File: src/rtl/fifo_status_logic_if.sv
`default_nettype none
// +------------------------------------------------------------------+
// | fifo_status_logic_if                                             |
// | Push/pop, threshold and status bundle for fifo_status_logic.     |
// | Revision: 1.0                                                    |
// +------------------------------------------------------------------+
interface fifo_status_logic_if #(
    parameter int CNT_L = 3
);
    logic             push;
    logic             pop;
    logic             thr_load;
    logic [CNT_L-1:0] thr_hi_in;
    logic [CNT_L-1:0] thr_lo_in;
    logic             err_clr;
    logic [CNT_L-1:0] occupancy;
    logic             fifo_full;
    logic             fifo_empty;
    logic             almost_full;
    logic             almost_empty;
    logic             overflow_err;
    logic             underflow_err;

    modport master (
        output push, pop, thr_load, thr_hi_in, thr_lo_in, err_clr,
        input  occupancy, fifo_full, fifo_empty, almost_full, almost_empty,
               overflow_err, underflow_err
    );

    modport slave (
        input  push, pop, thr_load, thr_hi_in, thr_lo_in, err_clr,
        output occupancy, fifo_full, fifo_empty, almost_full, almost_empty,
               overflow_err, underflow_err
    );
endinterface
`default_nettype wire

File: src/rtl/fifo_status_logic.sv
`default_nettype none
// +------------------------------------------------------------------+
// | fifo_status_logic                                                |
// | Occupancy counter with registered full/empty/threshold/error     |
// | status for a MEM_SIZE-entry FIFO.                                |
// | Revision: 1.0                                                    |
// +------------------------------------------------------------------+
module fifo_status_logic #(
    parameter int MEM_SIZE = 4,
    parameter int CNT_L    = 3
) (
    input  wire                  clk,
    input  wire                  reset,
    fifo_status_logic_if.slave   bus
);

    localparam logic [CNT_L-1:0] c_MEM_SIZE   = CNT_L'(MEM_SIZE);
    localparam logic [CNT_L-1:0] c_THR_HI_RST = CNT_L'(MEM_SIZE - 1);
    localparam logic [CNT_L-1:0] c_THR_LO_RST = CNT_L'(1);
    localparam logic [CNT_L-1:0] c_ONE        = CNT_L'(1);

    logic [CNT_L-1:0] r_occ;
    logic [CNT_L-1:0] r_thr_hi;
    logic [CNT_L-1:0] r_thr_lo;
    logic             r_full;
    logic             r_empty;
    logic             r_almost_full;
    logic             r_almost_empty;
    logic             r_overflow;
    logic             r_underflow;

    logic [CNT_L-1:0] w_occ_next;
    logic [CNT_L-1:0] w_thr_hi_next;
    logic [CNT_L-1:0] w_thr_lo_next;
    logic             w_is_full;
    logic             w_is_empty;
    logic             w_ovf_evt;
    logic             w_udf_evt;

    assign w_is_full  = (r_occ == c_MEM_SIZE);
    assign w_is_empty = (r_occ == '0);
    assign w_ovf_evt  = bus.push & ~bus.pop & w_is_full;
    assign w_udf_evt  = bus.pop & w_is_empty;

    // Saturating count; push+pop at empty lands at 1 since only the write is real.
    always_comb begin
        w_occ_next = r_occ;
        case ({bus.push, bus.pop})
            2'b10:   if (!w_is_full)  w_occ_next = r_occ + c_ONE;
            2'b01:   if (!w_is_empty) w_occ_next = r_occ - c_ONE;
            2'b11:   if (w_is_empty)  w_occ_next = c_ONE;
            default: w_occ_next = r_occ;
        endcase
    end

    always_comb begin
        w_thr_hi_next = r_thr_hi;
        w_thr_lo_next = r_thr_lo;
        if (bus.thr_load) begin
            w_thr_hi_next = (bus.thr_hi_in > c_MEM_SIZE) ? c_MEM_SIZE : bus.thr_hi_in;
            w_thr_lo_next = (bus.thr_lo_in > c_MEM_SIZE) ? c_MEM_SIZE : bus.thr_lo_in;
        end
    end

    always_ff @(posedge clk or posedge reset) begin
        if (reset) begin
            r_occ          <= '0;
            r_thr_hi       <= c_THR_HI_RST;
            r_thr_lo       <= c_THR_LO_RST;
            r_full         <= 1'b0;
            r_empty        <= 1'b1;
            r_almost_full  <= 1'b0;
            r_almost_empty <= 1'b1;
            r_overflow     <= 1'b0;
            r_underflow    <= 1'b0;
        end else begin
            r_occ          <= w_occ_next;
            r_thr_hi       <= w_thr_hi_next;
            r_thr_lo       <= w_thr_lo_next;
            r_full         <= (w_occ_next == c_MEM_SIZE);
            r_empty        <= (w_occ_next == '0);
            r_almost_full  <= (w_occ_next >= w_thr_hi_next);
            r_almost_empty <= (w_occ_next <= w_thr_lo_next);
            // A new error event outranks a simultaneous clear.
            r_overflow     <= w_ovf_evt | (r_overflow  & ~bus.err_clr);
            r_underflow    <= w_udf_evt | (r_underflow & ~bus.err_clr);
        end
    end

    assign bus.occupancy     = r_occ;
    assign bus.fifo_full     = r_full;
    assign bus.fifo_empty    = r_empty;
    assign bus.almost_full   = r_almost_full;
    assign bus.almost_empty  = r_almost_empty;
    assign bus.overflow_err  = r_overflow;
    assign bus.underflow_err = r_underflow;

endmodule
`default_nettype wire

File: src/flat_wrapper.sv
// flat-port wrapper written by rule: the top's interface ports become plain ports
module fifo_status_logic_flat 
#(
    parameter int MEM_SIZE = 4,
    parameter int CNT_L    = 3
)
  (clk, reset, bus_push, bus_pop, bus_thr_load, bus_thr_hi_in, bus_thr_lo_in, bus_err_clr, bus_occupancy, bus_fifo_full, bus_fifo_empty, bus_almost_full, bus_almost_empty, bus_overflow_err, bus_underflow_err);
  fifo_status_logic_if #(.CNT_L(CNT_L)) bus_i ();
  input  wire clk;
  input  wire reset;
  input wire logic [$bits(bus_i.push)-1:0] bus_push;
  input wire logic [$bits(bus_i.pop)-1:0] bus_pop;
  input wire logic [$bits(bus_i.thr_load)-1:0] bus_thr_load;
  input wire logic [$bits(bus_i.thr_hi_in)-1:0] bus_thr_hi_in;
  input wire logic [$bits(bus_i.thr_lo_in)-1:0] bus_thr_lo_in;
  input wire logic [$bits(bus_i.err_clr)-1:0] bus_err_clr;
  output wire logic [$bits(bus_i.occupancy)-1:0] bus_occupancy;
  output wire logic [$bits(bus_i.fifo_full)-1:0] bus_fifo_full;
  output wire logic [$bits(bus_i.fifo_empty)-1:0] bus_fifo_empty;
  output wire logic [$bits(bus_i.almost_full)-1:0] bus_almost_full;
  output wire logic [$bits(bus_i.almost_empty)-1:0] bus_almost_empty;
  output wire logic [$bits(bus_i.overflow_err)-1:0] bus_overflow_err;
  output wire logic [$bits(bus_i.underflow_err)-1:0] bus_underflow_err;
  assign bus_i.push = bus_push;
  assign bus_i.pop = bus_pop;
  assign bus_i.thr_load = bus_thr_load;
  assign bus_i.thr_hi_in = bus_thr_hi_in;
  assign bus_i.thr_lo_in = bus_thr_lo_in;
  assign bus_i.err_clr = bus_err_clr;
  assign bus_occupancy = bus_i.occupancy;
  assign bus_fifo_full = bus_i.fifo_full;
  assign bus_fifo_empty = bus_i.fifo_empty;
  assign bus_almost_full = bus_i.almost_full;
  assign bus_almost_empty = bus_i.almost_empty;
  assign bus_overflow_err = bus_i.overflow_err;
  assign bus_underflow_err = bus_i.underflow_err;
  fifo_status_logic #(.MEM_SIZE(MEM_SIZE), .CNT_L(CNT_L)) u_core (.clk(clk), .reset(reset), .bus(bus_i));
endmodule
File: config.mk
export PLATFORM = sky130hd
export DESIGN_NAME = fifo_status_logic_flat
export DESIGN_NICKNAME = d
export VERILOG_FILES = /design/src/rtl/fifo_status_logic_if.sv /design/src/rtl/fifo_status_logic.sv /design/src/flat_wrapper.sv
export SDC_FILE = /design/constraint.sdc
export NUM_CORES = 1
export LEC_CHECK = 0
export ABC_AREA = 1
export BUFFER_PORTS_ARGS = -buffer_cell sky130_fd_sc_hd__buf_4
export CAP_MARGIN = 30
export CORE_MARGIN = 3
export CORE_UTILIZATION = 55
export DETAILED_ROUTE_END_ITERATION = 16
export PLACE_DENSITY = 0.81
export SLEW_MARGIN = 20
export SYNTH_ARGS = -nofsm -noshare
export SYNTH_HDL_FRONTEND = slang
export SYNTH_SLANG_ARGS = --single-unit
export TNS_END_PERCENT = 50
File: constraint.sdc
create_clock -name clk -period 3.7 [get_ports clk]
set_input_delay 0.185 -clock clk [delete_from_list [all_inputs] [get_ports clk]]
set_output_delay 0.185 -clock clk [all_outputs]
set_load 0.05 [all_outputs]
==> qor_table.md, run 1 <==
| Quantity | Value |
|---|---|
| Register cell area after layout | 381.6 um2 |
| Total Negative Setup Slacks | 0 ns |
| Maximum net fanout on the critical path | 6 |
| Netlist cell types | 18 |
| Post-synthesis instance total | 107 |
| Instance area at placement | 1075 um2 |
| Number of buffers created by CTS | 3 |
| Startpoint of the tightest hold check path | bus_err_clr |
| Setup repair after global routing missed its margin | false |
| Number of design-rule violations left by the first detailed-router iteration | 28 |
| Data arrival at the endpoint of the critical path | 2.36 ns |
| Final period util | 59.19% |
| Vias | 769 |
| I/O Buffers | 20 |
| Max-slew violation count | 0 |
| Worst ir drop on vdd | 0.5409 mV |
| Minimum setup slack among reg-to-reg paths | 1.51 ns |
| Power Density | 780.9 nW/um2 |
| CP Launch Type | flop |
| Avg Vias per Cell | 5.196 |
| I/O pin count | 21 |
| Initial antenna violation count | 0 |
| Maximum count of clock buffers along a single path | 2 |
| Hold buffer count at CTS | 1 |
| Final HPWL from detailed placement | 1508 um |
| Number of max-capacitance violations reported | 0 |
| Worst reg2reg path endpoint | u_core.bus.almost_full |
| Number of nets in the final layout | 155 |
| CTS tree | done |
| Resized Gates After CTS | 0 |
| Sequential cell area fraction in the yosys report | 42.19% |
| Floorplan die area | 2167 um2 |
| Post-Route Skew | 0.003023 ns |
| Post-CTS setup repair buffer count | 0 |
| Area of the placeable core | 1524 um2 |
| Max-Slew Margin vs Limit | 62.15% |
| Overall fraction of global-route tracks in use | 19.86% |
| Antenna-violating nets left | 0 |
| Flops & latches, synth | 15 |
| Total count of hold-check failures in the final report | 0 |
| Effective utilization at floorplan | 59.36% |
| Count of TritonRoute iterations in the first routing pass | 4 |
| Transition at the pin with the smallest max-transition slack | 0.5672 ns |
| Via count of the first global-routing pass | 685 |
| Worst hold slack across all endpoints | 0.08677 ns |
| DRC violation count after routing | 0 |
| Min-Delay Endpoint | u_core.bus.overflow_err |
| Die Y-Extent | 46.56 um |
| Top achievable clock speed | 456.6 MHz |
| Mapped Area | 904.6 um2 |
| Critical Setup Path Class | flop to flop |
| H-tree Lvls | 1 |
| Sort of element at the end of the critical path | flop |
| Clock-pin slew on the worst setup and hold paths | 0.09 ns |
| Drt wl/cell | 12.70 um |
| Global-route wire length before repair | 3036 um |
| Total area of multi-input combinational cells | 440.4 um2 |
| Largest net degree at the start of global routing | 16 |
| Startpoint of the worst register-to-register path | u_core.bus.occupancy[0] |
| Number of rows created at floorplan | 14 |
| Placer congestion estimate | 0.8359 |
| Power consumption | 867.6 uW |
| Total Routed Length | 1879 um |
| Crit path from | u_core.bus.occupancy[0] |
| Horizontal extent of the die | 46.56 um |
| Yosys warnings | 0 |
| Number of sinks driven by the clock tree | 15 |
| Clk Tree Root Cell | clkbuf_4 |
| GRT Residual Overflow | 0 |
| Nets in the synthesized netlist | 129 |
| Skew-Pair Late Insertion Delay | 0.28 ns |
| Leakage power | 0.0005996 uW |
| Core occupancy in the finished layout | 72.91% |
| Layout cells sized above 1 | 28.79% |
| Count of filler cells inserted in the layout | 119 |
| Mean cell area of the mapped netlist | 8.454 um2 |
| Outcome | completed |
| Number of failing setup endpoints in the final timing report | 0 |
| Worst Hold Depth | 2 |
| Signed area change from the synthesized netlist to the final layout | 22.82% |
| Count of inserted antenna diode cells | 0 |
| Reg2Reg Depth | 11 |
| Worst hold path class | input pin to flop |
| Post-route cell area | 1111 um2 |
| Data required, critical path | 3.87 ns |
| Tmin final | 2.190 ns |
[worst max-delay path, stage by stage (launching register included)]
cell and delay [ns]:
dfrtp_1 0.41, inv_1 0.15, ha_1 0.31, nand2_2 0.13, ha_1 0.29, nand3_1 0.08
nand2_1 0.05, nand2_1 0.05, nand2_1 0.12, ha_1 0.31, nand3_1 0.08, o211ai_1 0.09
[placed cells by master, fill, tap and decap left out, types with 5 or more instances in the layout]
master / count
buf_4: 20
dfrtp_1: 10
dfstp_2: 5
ha_1: 10
inv_1: 20
nand2_1: 22
nand3_1: 8
nor2_1: 8
o21ai_0: 5
[sequential cells by signal (all words and copies together) (netlist names)]
signal and flops:
u_core.bus.overflow_err 1, u_core.r_thr_hi 3, u_core.bus.almost_full 1, u_core.bus.almost_empty 1
u_core.bus.fifo_full 1, u_core.bus.occupancy 3, u_core.bus.underflow_err 1, u_core.r_thr_lo 3
u_core.bus.fifo_empty 1
[synthesized netlist by cell type]
cell / number / share of area, %
nand3_2: 3 / 3.3
a22oi_1: 2 / 1.7
o211ai_1: 1 / 0.83
a22o_1: 2 / 1.9
inv_1: 20 / 8.3
inv_2: 2 / 0.83
o21ai_0: 5 / 2.8
dfrtp_1: 10 / 28
dfstp_2: 5 / 15
nand2_2: 1 / 0.69
nor2_2: 3 / 2.1
ha_1: 10 / 14
nand2_1: 22 / 9.1
nand4_4: 1 / 2.4
nand3_1: 8 / 4.4
o22ai_1: 1 / 0.69
a21oi_1: 3 / 1.7
nor2_1: 8 / 3.3
[where the power goes]
part           internal [uW]  switching (uW)  leakage, uW
clock network           41.8            54.7    0.0000150
registers                220            29.9     0.000175
logic                    171             350     0.000410
[cell type report]
type	count	share of cell area (%)
Clock buffer	4	2.365
Inverter	22	7.432
Tap cell	16	1.802
Sequential cell	15	34.35
Multi-Input combinational cell	70	39.64
Timing Repair Buffer	21	14.41
[worst max-delay path by stage]
stage	endpoint	slack [ns]
after floorplan	u_core.bus.almost_full	1.39
final	u_core.bus.almost_full	1.51
after global routing	u_core.bus.almost_full	1.27
after global placement	u_core.bus.almost_full	1.62
after detailed placement	u_core.bus.almost_empty	1.53
after CTS	u_core.bus.almost_empty	1.52
[metrics by stage]
stage,std cells,setup slack [ns]
final,148,1.510
after global routing,148,1.268
after CTS,148,1.516
after detailed placement,143,1.528
after global placement,143,1.622
after floorplan,107,1.394
[metal layers]
metal | GRT usage (%) | vias to the layer above | wire [um] | part of all wire (%)
met5 | 0 | - | 0 | 0
met4 | 5.114 | 0 | 0 | 0
met3 | 4.297 | 0 | 122 | 6.5
met2 | 33.24 | 25 | 925 | 49
met1 | 25.53 | 352 | 831 | 44
li1 | - | 392 | - | -
[kinds of logic after synthesis]
| family | synth area share (%) |
|---|---|
| AND/OR/NAND/NOR | 25.31 |
| buffers and inverters | 9.129 |
| AO/OA/AOI/OAI | 9.543 |
| flip-flops | 42.19 |
| adder cells (fa/ha/maj) | 13.83 |
(Power assumes the default switching activity.)
==> inputs of run 2 (changes only) <==
CORE_UTILIZATION = 46   (was 55)
PLACE_DENSITY = 0.73   (was 0.81)
clock period = 1.75 ns   (was 3.7 ns; I/O delays follow)
==> qor_table.md, run 2 (synthesis gave the netlist of run 1 again) <==
| Quantity | Value | Delta |
|---|---|---|
| Drt wl/cell | 12.86 um | +1.3% |
| Commonest non-fill, non-tap cell in the layout | buf_4 |  |
| Worst ir drop on vdd | 1.012 mV | +87% |
| Failing checks | setup timing |  |
| Number of design-rule violations left by the first detailed-router iteration | 20 | -29% |
| Clk Tree Root Cell | clkbuf_4 |  |
| Setup repair after global routing missed its margin | true |  |
| Count of inserted antenna diode cells | 0 | unchanged |
| Maximum net fanout on the critical path | 6 | unchanged |
| Overall fraction of global-route tracks in use | 19.03% | -0.82 points |
| Max-Slew Margin vs Limit | 62.98% | +0.83 points |
| Power consumption | 2177 uW | +150% |
| Commonest cells after routing, fill and taps aside | buf_4, inv_1, nand2_1 |  |
| Reg2Reg Depth | 11 | unchanged |
| Effective utilization at floorplan | 50.74% | -8.6 points |
| Data required, critical path | 1.92 ns | -1.95 ns |
| I/O Buffers | 20 | unchanged |
| Core occupancy in the finished layout | 73.89% | +0.99 points |
| Top achievable clock speed | 559.2 MHz | +22% |
| Number of buffers created by CTS | 3 | unchanged |
| Maximum count of clock buffers along a single path | 2 | unchanged |
| Die Y-Extent | 50.35 um | +8.1% |
| Final period util | 102.2% | +43 points |
| Transition at the pin with the smallest max-transition slack | 0.5547 ns | -0.01250 ns |
| CP max-delay cell | dfrtp_2 |  |
| Leakage power | 0.0006493 uW | +8.3% |
| Post-route cell area | 1318 um2 | +19% |
| Critical Setup Path Class | flop to flop |  |
| Vias | 836 | +8.7% |
| Number of failing setup endpoints in the final timing report | 2 | +2 |
| Antenna-violating nets left | 0 | unchanged |
| Post-Route Skew | 0.007725 ns | +0.004702 ns |
| Number of max-capacitance violations reported | 0 | unchanged |
| Total count of hold-check failures in the final report | 0 | unchanged |
| Final HPWL from detailed placement | 1622 um | +7.5% |
| Count of TritonRoute iterations in the first routing pass | 4 | unchanged |
| Total Routed Length | 2147 um | +14% |
| Max-slew violation count | 0 | unchanged |
| Outcome | complete, but fails checks |  |
| Startpoint of the worst register-to-register path | u_core.bus.occupancy[1] |  |
| H-tree Lvls | 1 | unchanged |
| Worst hold path class | input pin to flop |  |
| DRC violation count after routing | 0 | unchanged |
| Cells along the critical path | inv_4, ha_4, nand2_4, ha_4, nand3_2, nand2_1, nand2_1, nand2_2, ha_4, nand3_2, o211ai_1 |  |
| Most frequent cell on the critical path | ha_4 |  |
| Number of rows created at floorplan | 15 | +1 |
| Sort of element at the end of the critical path | flop |  |
| Signed area change from the synthesized netlist to the final layout | 45.64% |  |
| Non-filler cells in the finished layout | 167 | +13% |
| Clock-pin slew on the worst setup and hold paths | 0.09 ns | about the same |
| Horizontal extent of the die | 50.35 um | +8.1% |
| Via count of the first global-routing pass | 803 | +17% |
| Global-route wire length before repair | 3622 um | +19% |
| I/O pin count | 21 | unchanged |
| Avg Vias per Cell | 5.006 | -3.7% |
| Largest stage delay, worst path | 0.44 ns | +0.03 ns |
| Instance area at placement | 1177 um2 | +9.5% |
| Tmin final | 1.788 ns | -0.4016 ns |
| Layout cells sized above 1 | 47.89% | +19 points |
| Minimum setup slack among reg-to-reg paths | -0.04 ns | -1.55 ns |
| Crit path from | u_core.bus.occupancy[1] |  |
| Worst reg2reg path endpoint | u_core.bus.almost_full |  |
| Skew-Pair Late Insertion Delay | 0.29 ns | about the same |
| Initial antenna violation count | 0 | unchanged |
| CP Launch Type | flop |  |
| Number of placed cells counting well taps | 156 | +9.1% |
| Largest net degree at the start of global routing | 16 | unchanged |
| Data arrival at the endpoint of the critical path | 1.96 ns | -0.40 ns |
| Power Density | 1653 nW/um2 | +110% |
| Setup ws final | -0.03832 ns | -1.548 ns |
| Area of the placeable core | 1783 um2 | +17% |
| Number of nets in the final layout | 165 | +6.5% |
| Placer congestion estimate | 0.8452 | +1.1% |
| Floorplan die area | 2535 um2 | +17% |
| CTS tree | done |  |
| End point of the critical path | u_core.bus.almost_full |  |
| Number of sinks driven by the clock tree | 15 | unchanged |
| GRT Residual Overflow | 0 | unchanged |
run 2: area by class of cell:
class | count | area [um2]
Multi-Input combinational cell | 70 | 549.3
Fill cell | 121 | 465.4
Clock buffer | 4 | 26.28
Inverter | 22 | 87.58
Timing Repair Buffer | 31 | 237.7
Sequential cell | 15 | 385.4
Tap cell | 25 | 31.28
run 2: per-layer routing:
layer / GRT usage, % / wire length [um] / vias up
met2: 28.91 / 1024 / 22
met1: 25.47 / 938 / 390
met5: 0 / 0 / -
met4: 5.830 / 51 / 0
li1: - / - / 415
met3: 6.528 / 134 / 9
run 2: power breakdown:
group          internal, uW  switching [uW]  total (uW)  leakage, uW
sequential              471            56.5         528     0.000172
combinational           576             876        1450     0.000462
clock                  88.7             109         197    0.0000150
run 2: per-stage QoR:
step	setup TNS, ns	hold slack [ns]	setup slack [ns]
floorplan	-0.1756	-0.01480	-0.1046
global placement	0	0.1668	0.02931
detailed placement	-0.1169	0.1723	-0.08996
CTS	-0.04548	0.03701	-0.03015
global route	-0.3344	0.05098	-0.1491
finish	-0.05944	0.04271	-0.03832
run 2: what timing repair did:
| action | CTS | global route |
|---|---|---|
| cloned | 0 | 0 |
| hold buffers | 2 | 0 |
| endpoints found under the setup margin | 2 | 4 |
| setup buffers | 2 | 3 |
| pin swaps | 3 | 9 |
| gates resized for setup | 4 | 8 |
| endpoints found under the hold margin | 12 | 0 |
run 2: worst max-delay path: cells and delay by family (launching register included):
| family | cells | cell delay [ns] |
|---|---|---|
| buf+inv | 1 | 0.08 |
| compound gates | 1 | 0.08 |
| simple gates | 6 | 0.41 |
| fa+ha+maj | 3 | 0.66 |
| flops | 1 | 0.44 |
run 2: worst min path at each step:
| stage | from | end | slack [ns] | cells past startpoint |
|---|---|---|---|---|
| floorplan | reset | u_core.bus.almost_full | -0.01 | 1 |
| global placement | reset | u_core.bus.fifo_full | 0.17 | 2 |
| detailed placement | reset | u_core.bus.fifo_full | 0.17 | 2 |
| CTS | bus_thr_lo_in[1] | u_core.r_thr_lo[1] | 0.04 | 3 |
| global route | bus_thr_lo_in[0] | u_core.r_thr_lo[0] | 0.05 | 2 |
| finish | bus_thr_hi_in[1] | u_core.r_thr_hi[1] | 0.04 | 3 |
==> inputs of run 3 (changes only) <==
BUFFER_PORTS_ARGS = default   (was -buffer_cell sky130_fd_sc_hd__buf_4)
CORE_UTILIZATION = 54   (was 46)
DONT_BUFFER_PORTS = 1   (was default)
PLACE_DENSITY = 0.72   (was 0.73)
==> qor_table.md, run 3 (synthesis gave the netlist of run 1 again) <==
| Quantity | Value | Delta |
|---|---|---|
| Outcome | complete, but fails checks |  |
| Failing checks | setup timing |  |
| Effective utilization at floorplan | 58.69% | +7.9 points |
| Number of max-capacitance violations reported | 0 | unchanged |
| Data arrival at the endpoint of the critical path | 1.93 ns | -0.03 ns |
| Top achievable clock speed | 560.0 MHz | +0.14% |
| Total Negative Setup Slacks | -0.03939 ns | +0.02004 ns |
| DRC violation count after routing | 0 | unchanged |
| Power Density | 1722 nW/um2 | +4.2% |
| Drt wl/cell | 13.58 um | +5.6% |
| Count of inserted antenna diode cells | 0 | unchanged |
| Vias | 751 | -10% |
| Number of design-rule violations left by the first detailed-router iteration | 9 | -55% |
| I/O Buffers | 0 | -100% |
| Largest net degree at the start of global routing | 16 | unchanged |
| Number of rows created at floorplan | 14 | -1 |
| Total count of hold-check failures in the final report | 0 | unchanged |
| GRT Residual Overflow | 0 | unchanged |
| Final period util | 102.0% | -0.14 points |
| Skew-Pair Late Insertion Delay | 0.27 ns | -0.02 ns |
| Tmin final | 1.786 ns | -0.002479 ns |
| Number of failing setup endpoints in the final timing report | 2 | unchanged |
| Max-slew violation count | 0 | unchanged |
| Worst path bufs/invs | 1 | unchanged |
| Initial antenna violation count | 0 | unchanged |
| Cells along the critical path | inv_4, ha_4, nand2_4, ha_4, nand3_2, nand2_1, nand2_1, nand2_2, ha_4, nand3_2, o211ai_1 |  |
| Max-Slew Margin vs Limit | 63.29% | +0.31 points |
| I/O pin count | 21 | unchanged |
| Via count of the first global-routing pass | 766 | -4.6% |
| Commonest cells after routing, fill and taps aside | nand2_1, inv_1, buf_4 |  |
| CP max-delay cell | dfrtp_2 |  |
| Count of filler cells inserted in the layout | 106 | -12% |
| Clk Tree Root Cell | clkbuf_4 |  |
| Total Routed Length | 1983 um | -7.6% |
| Maximum count of clock buffers along a single path | 2 | unchanged |
| Floorplan die area | 2202 um2 | -13% |
| Placer congestion estimate | 0.9125 | +8.0% |
| Number of sinks driven by the clock tree | 15 | unchanged |
| Post-Route Skew | 0.004566 ns | -0.003159 ns |
| Clock-pin slew on the worst setup and hold paths | 0.08 ns | about the same |
| Area of the placeable core | 1541 um2 | -14% |
| Core occupancy in the finished layout | 77.84% | +3.9 points |
| Die Y-Extent | 46.93 um | -6.8% |
| Kind of cell adding the most delay to the critical path | adder cells |  |
| Data required, critical path | 1.89 ns | -0.03 ns |
| Leakage power | 0.0005898 uW | -9.2% |
| Setup ws final | -0.03584 ns | +0.002479 ns |
| Maximum net fanout on the critical path | 6 | unchanged |
| Worst hold slack across all endpoints | 0.0007786 ns | -0.04193 ns |
| Overall fraction of global-route tracks in use | 20.72% | +1.7 points |
| Commonest non-fill, non-tap cell in the layout | nand2_1 |  |
| Critical Setup Path Class | flop to flop |  |
| Transition at the pin with the smallest max-transition slack | 0.5500 ns | -0.004650 ns |
| Count of TritonRoute iterations in the first routing pass | 4 | unchanged |
| Power consumption | 2066 uW | -5.1% |
| CP Launch Type | flop |  |
| Number of nets in the final layout | 153 | -7.3% |
| Worst hold path class | input pin to flop |  |
| Setup repair after global routing missed its margin | true |  |
| H-tree Lvls | 1 | unchanged |
| Antenna-violating nets left | 0 | unchanged |
| Global-route wire length before repair | 3187 um | -12% |
| CTS tree | done |  |
| Layout cells sized above 1 | 35.38% | -13 points |
| Avg Vias per Cell | 5.144 | +2.8% |
| Final HPWL from detailed placement | 1494 um | -7.9% |
| Horizontal extent of the die | 46.93 um | -6.8% |
| Most frequent cell on the critical path | ha_4 |  |
| Sort of element at the end of the critical path | flop |  |
| Signed area change from the synthesized netlist to the final layout | 32.64% |  |
| Number of buffers created by CTS | 3 | unchanged |
| Largest stage delay, worst path | 0.44 ns | about the same |
| Worst ir drop on vdd | 1.310 mV | +30% |
[run 3: through the flow]
| step | instance area [um2] | instances | setup slack, ns |
|---|---|---|---|
| after floorplan | 965.9 | 107 | -0.1046 |
| after global placement | 1061 | 133 | 0.003930 |
| after detailed placement | 1061 | 133 | -0.02460 |
| after CTS | 1175 | 145 | -0.01253 |
| after global routing | 1200 | 146 | -0.1588 |
| final | 1200 | 146 | -0.03584 |
[run 3: timing repair]
action / 4_1_cts / 5_1_grt
buffers inserted: 2 / 1
hold buffers: 6 / 0
setup endpoints to repair: 2 / 4
pin swaps: 2 / 2
gates resized for setup: 2 / 4
hold endpoints to repair: 15 / 0
[run 3: layout make-up]
class	count	area [um2]	area share, %
Inverter	22	87.58	7.299
Tap cell	16	20.02	1.668
Multi-Input combinational cell	70	523.0	43.59
Sequential cell	15	385.4	32.12
Timing Repair Buffer	19	157.7	13.14
Clock buffer	4	26.28	2.190
[run 3: final timing paths]
check,startpoint,end,slack (ns),depth (start not counted)
max in group asynchronous,reset,u_core.bus.occupancy[2],1.03,2
worst min-delay path,bus_thr_load,u_core.r_thr_lo[2],0.0008,2
worst min register to register,u_core.r_thr_lo[2],u_core.r_thr_lo[2],0.52,2
worst max-delay path,u_core.bus.occupancy[1],u_core.bus.almost_full,-0.04,11
worst max register to register,u_core.bus.occupancy[1],u_core.bus.almost_full,-0.04,11
min in group asynchronous,reset,u_core.r_thr_hi[2],0.32,2
[run 3: routing by layer]
layer | wire length [um] | track usage (%) | share of wire, % | vias to the layer above
met5 | 0 | 0 | 0 | -
met4 | 27 | 4.972 | 1.4 | 0
met3 | 105 | 5.364 | 5.3 | 4
met2 | 1072 | 38.21 | 54 | 19
met1 | 777 | 23.68 | 39 | 339
li1 | - | - | - | 389
[run 3: report_power, final]
group          total [uW]  switching (uW)  internal (uW)
clock network         186            97.9           88.2
logic                1180             673            505
registers             702             228            474
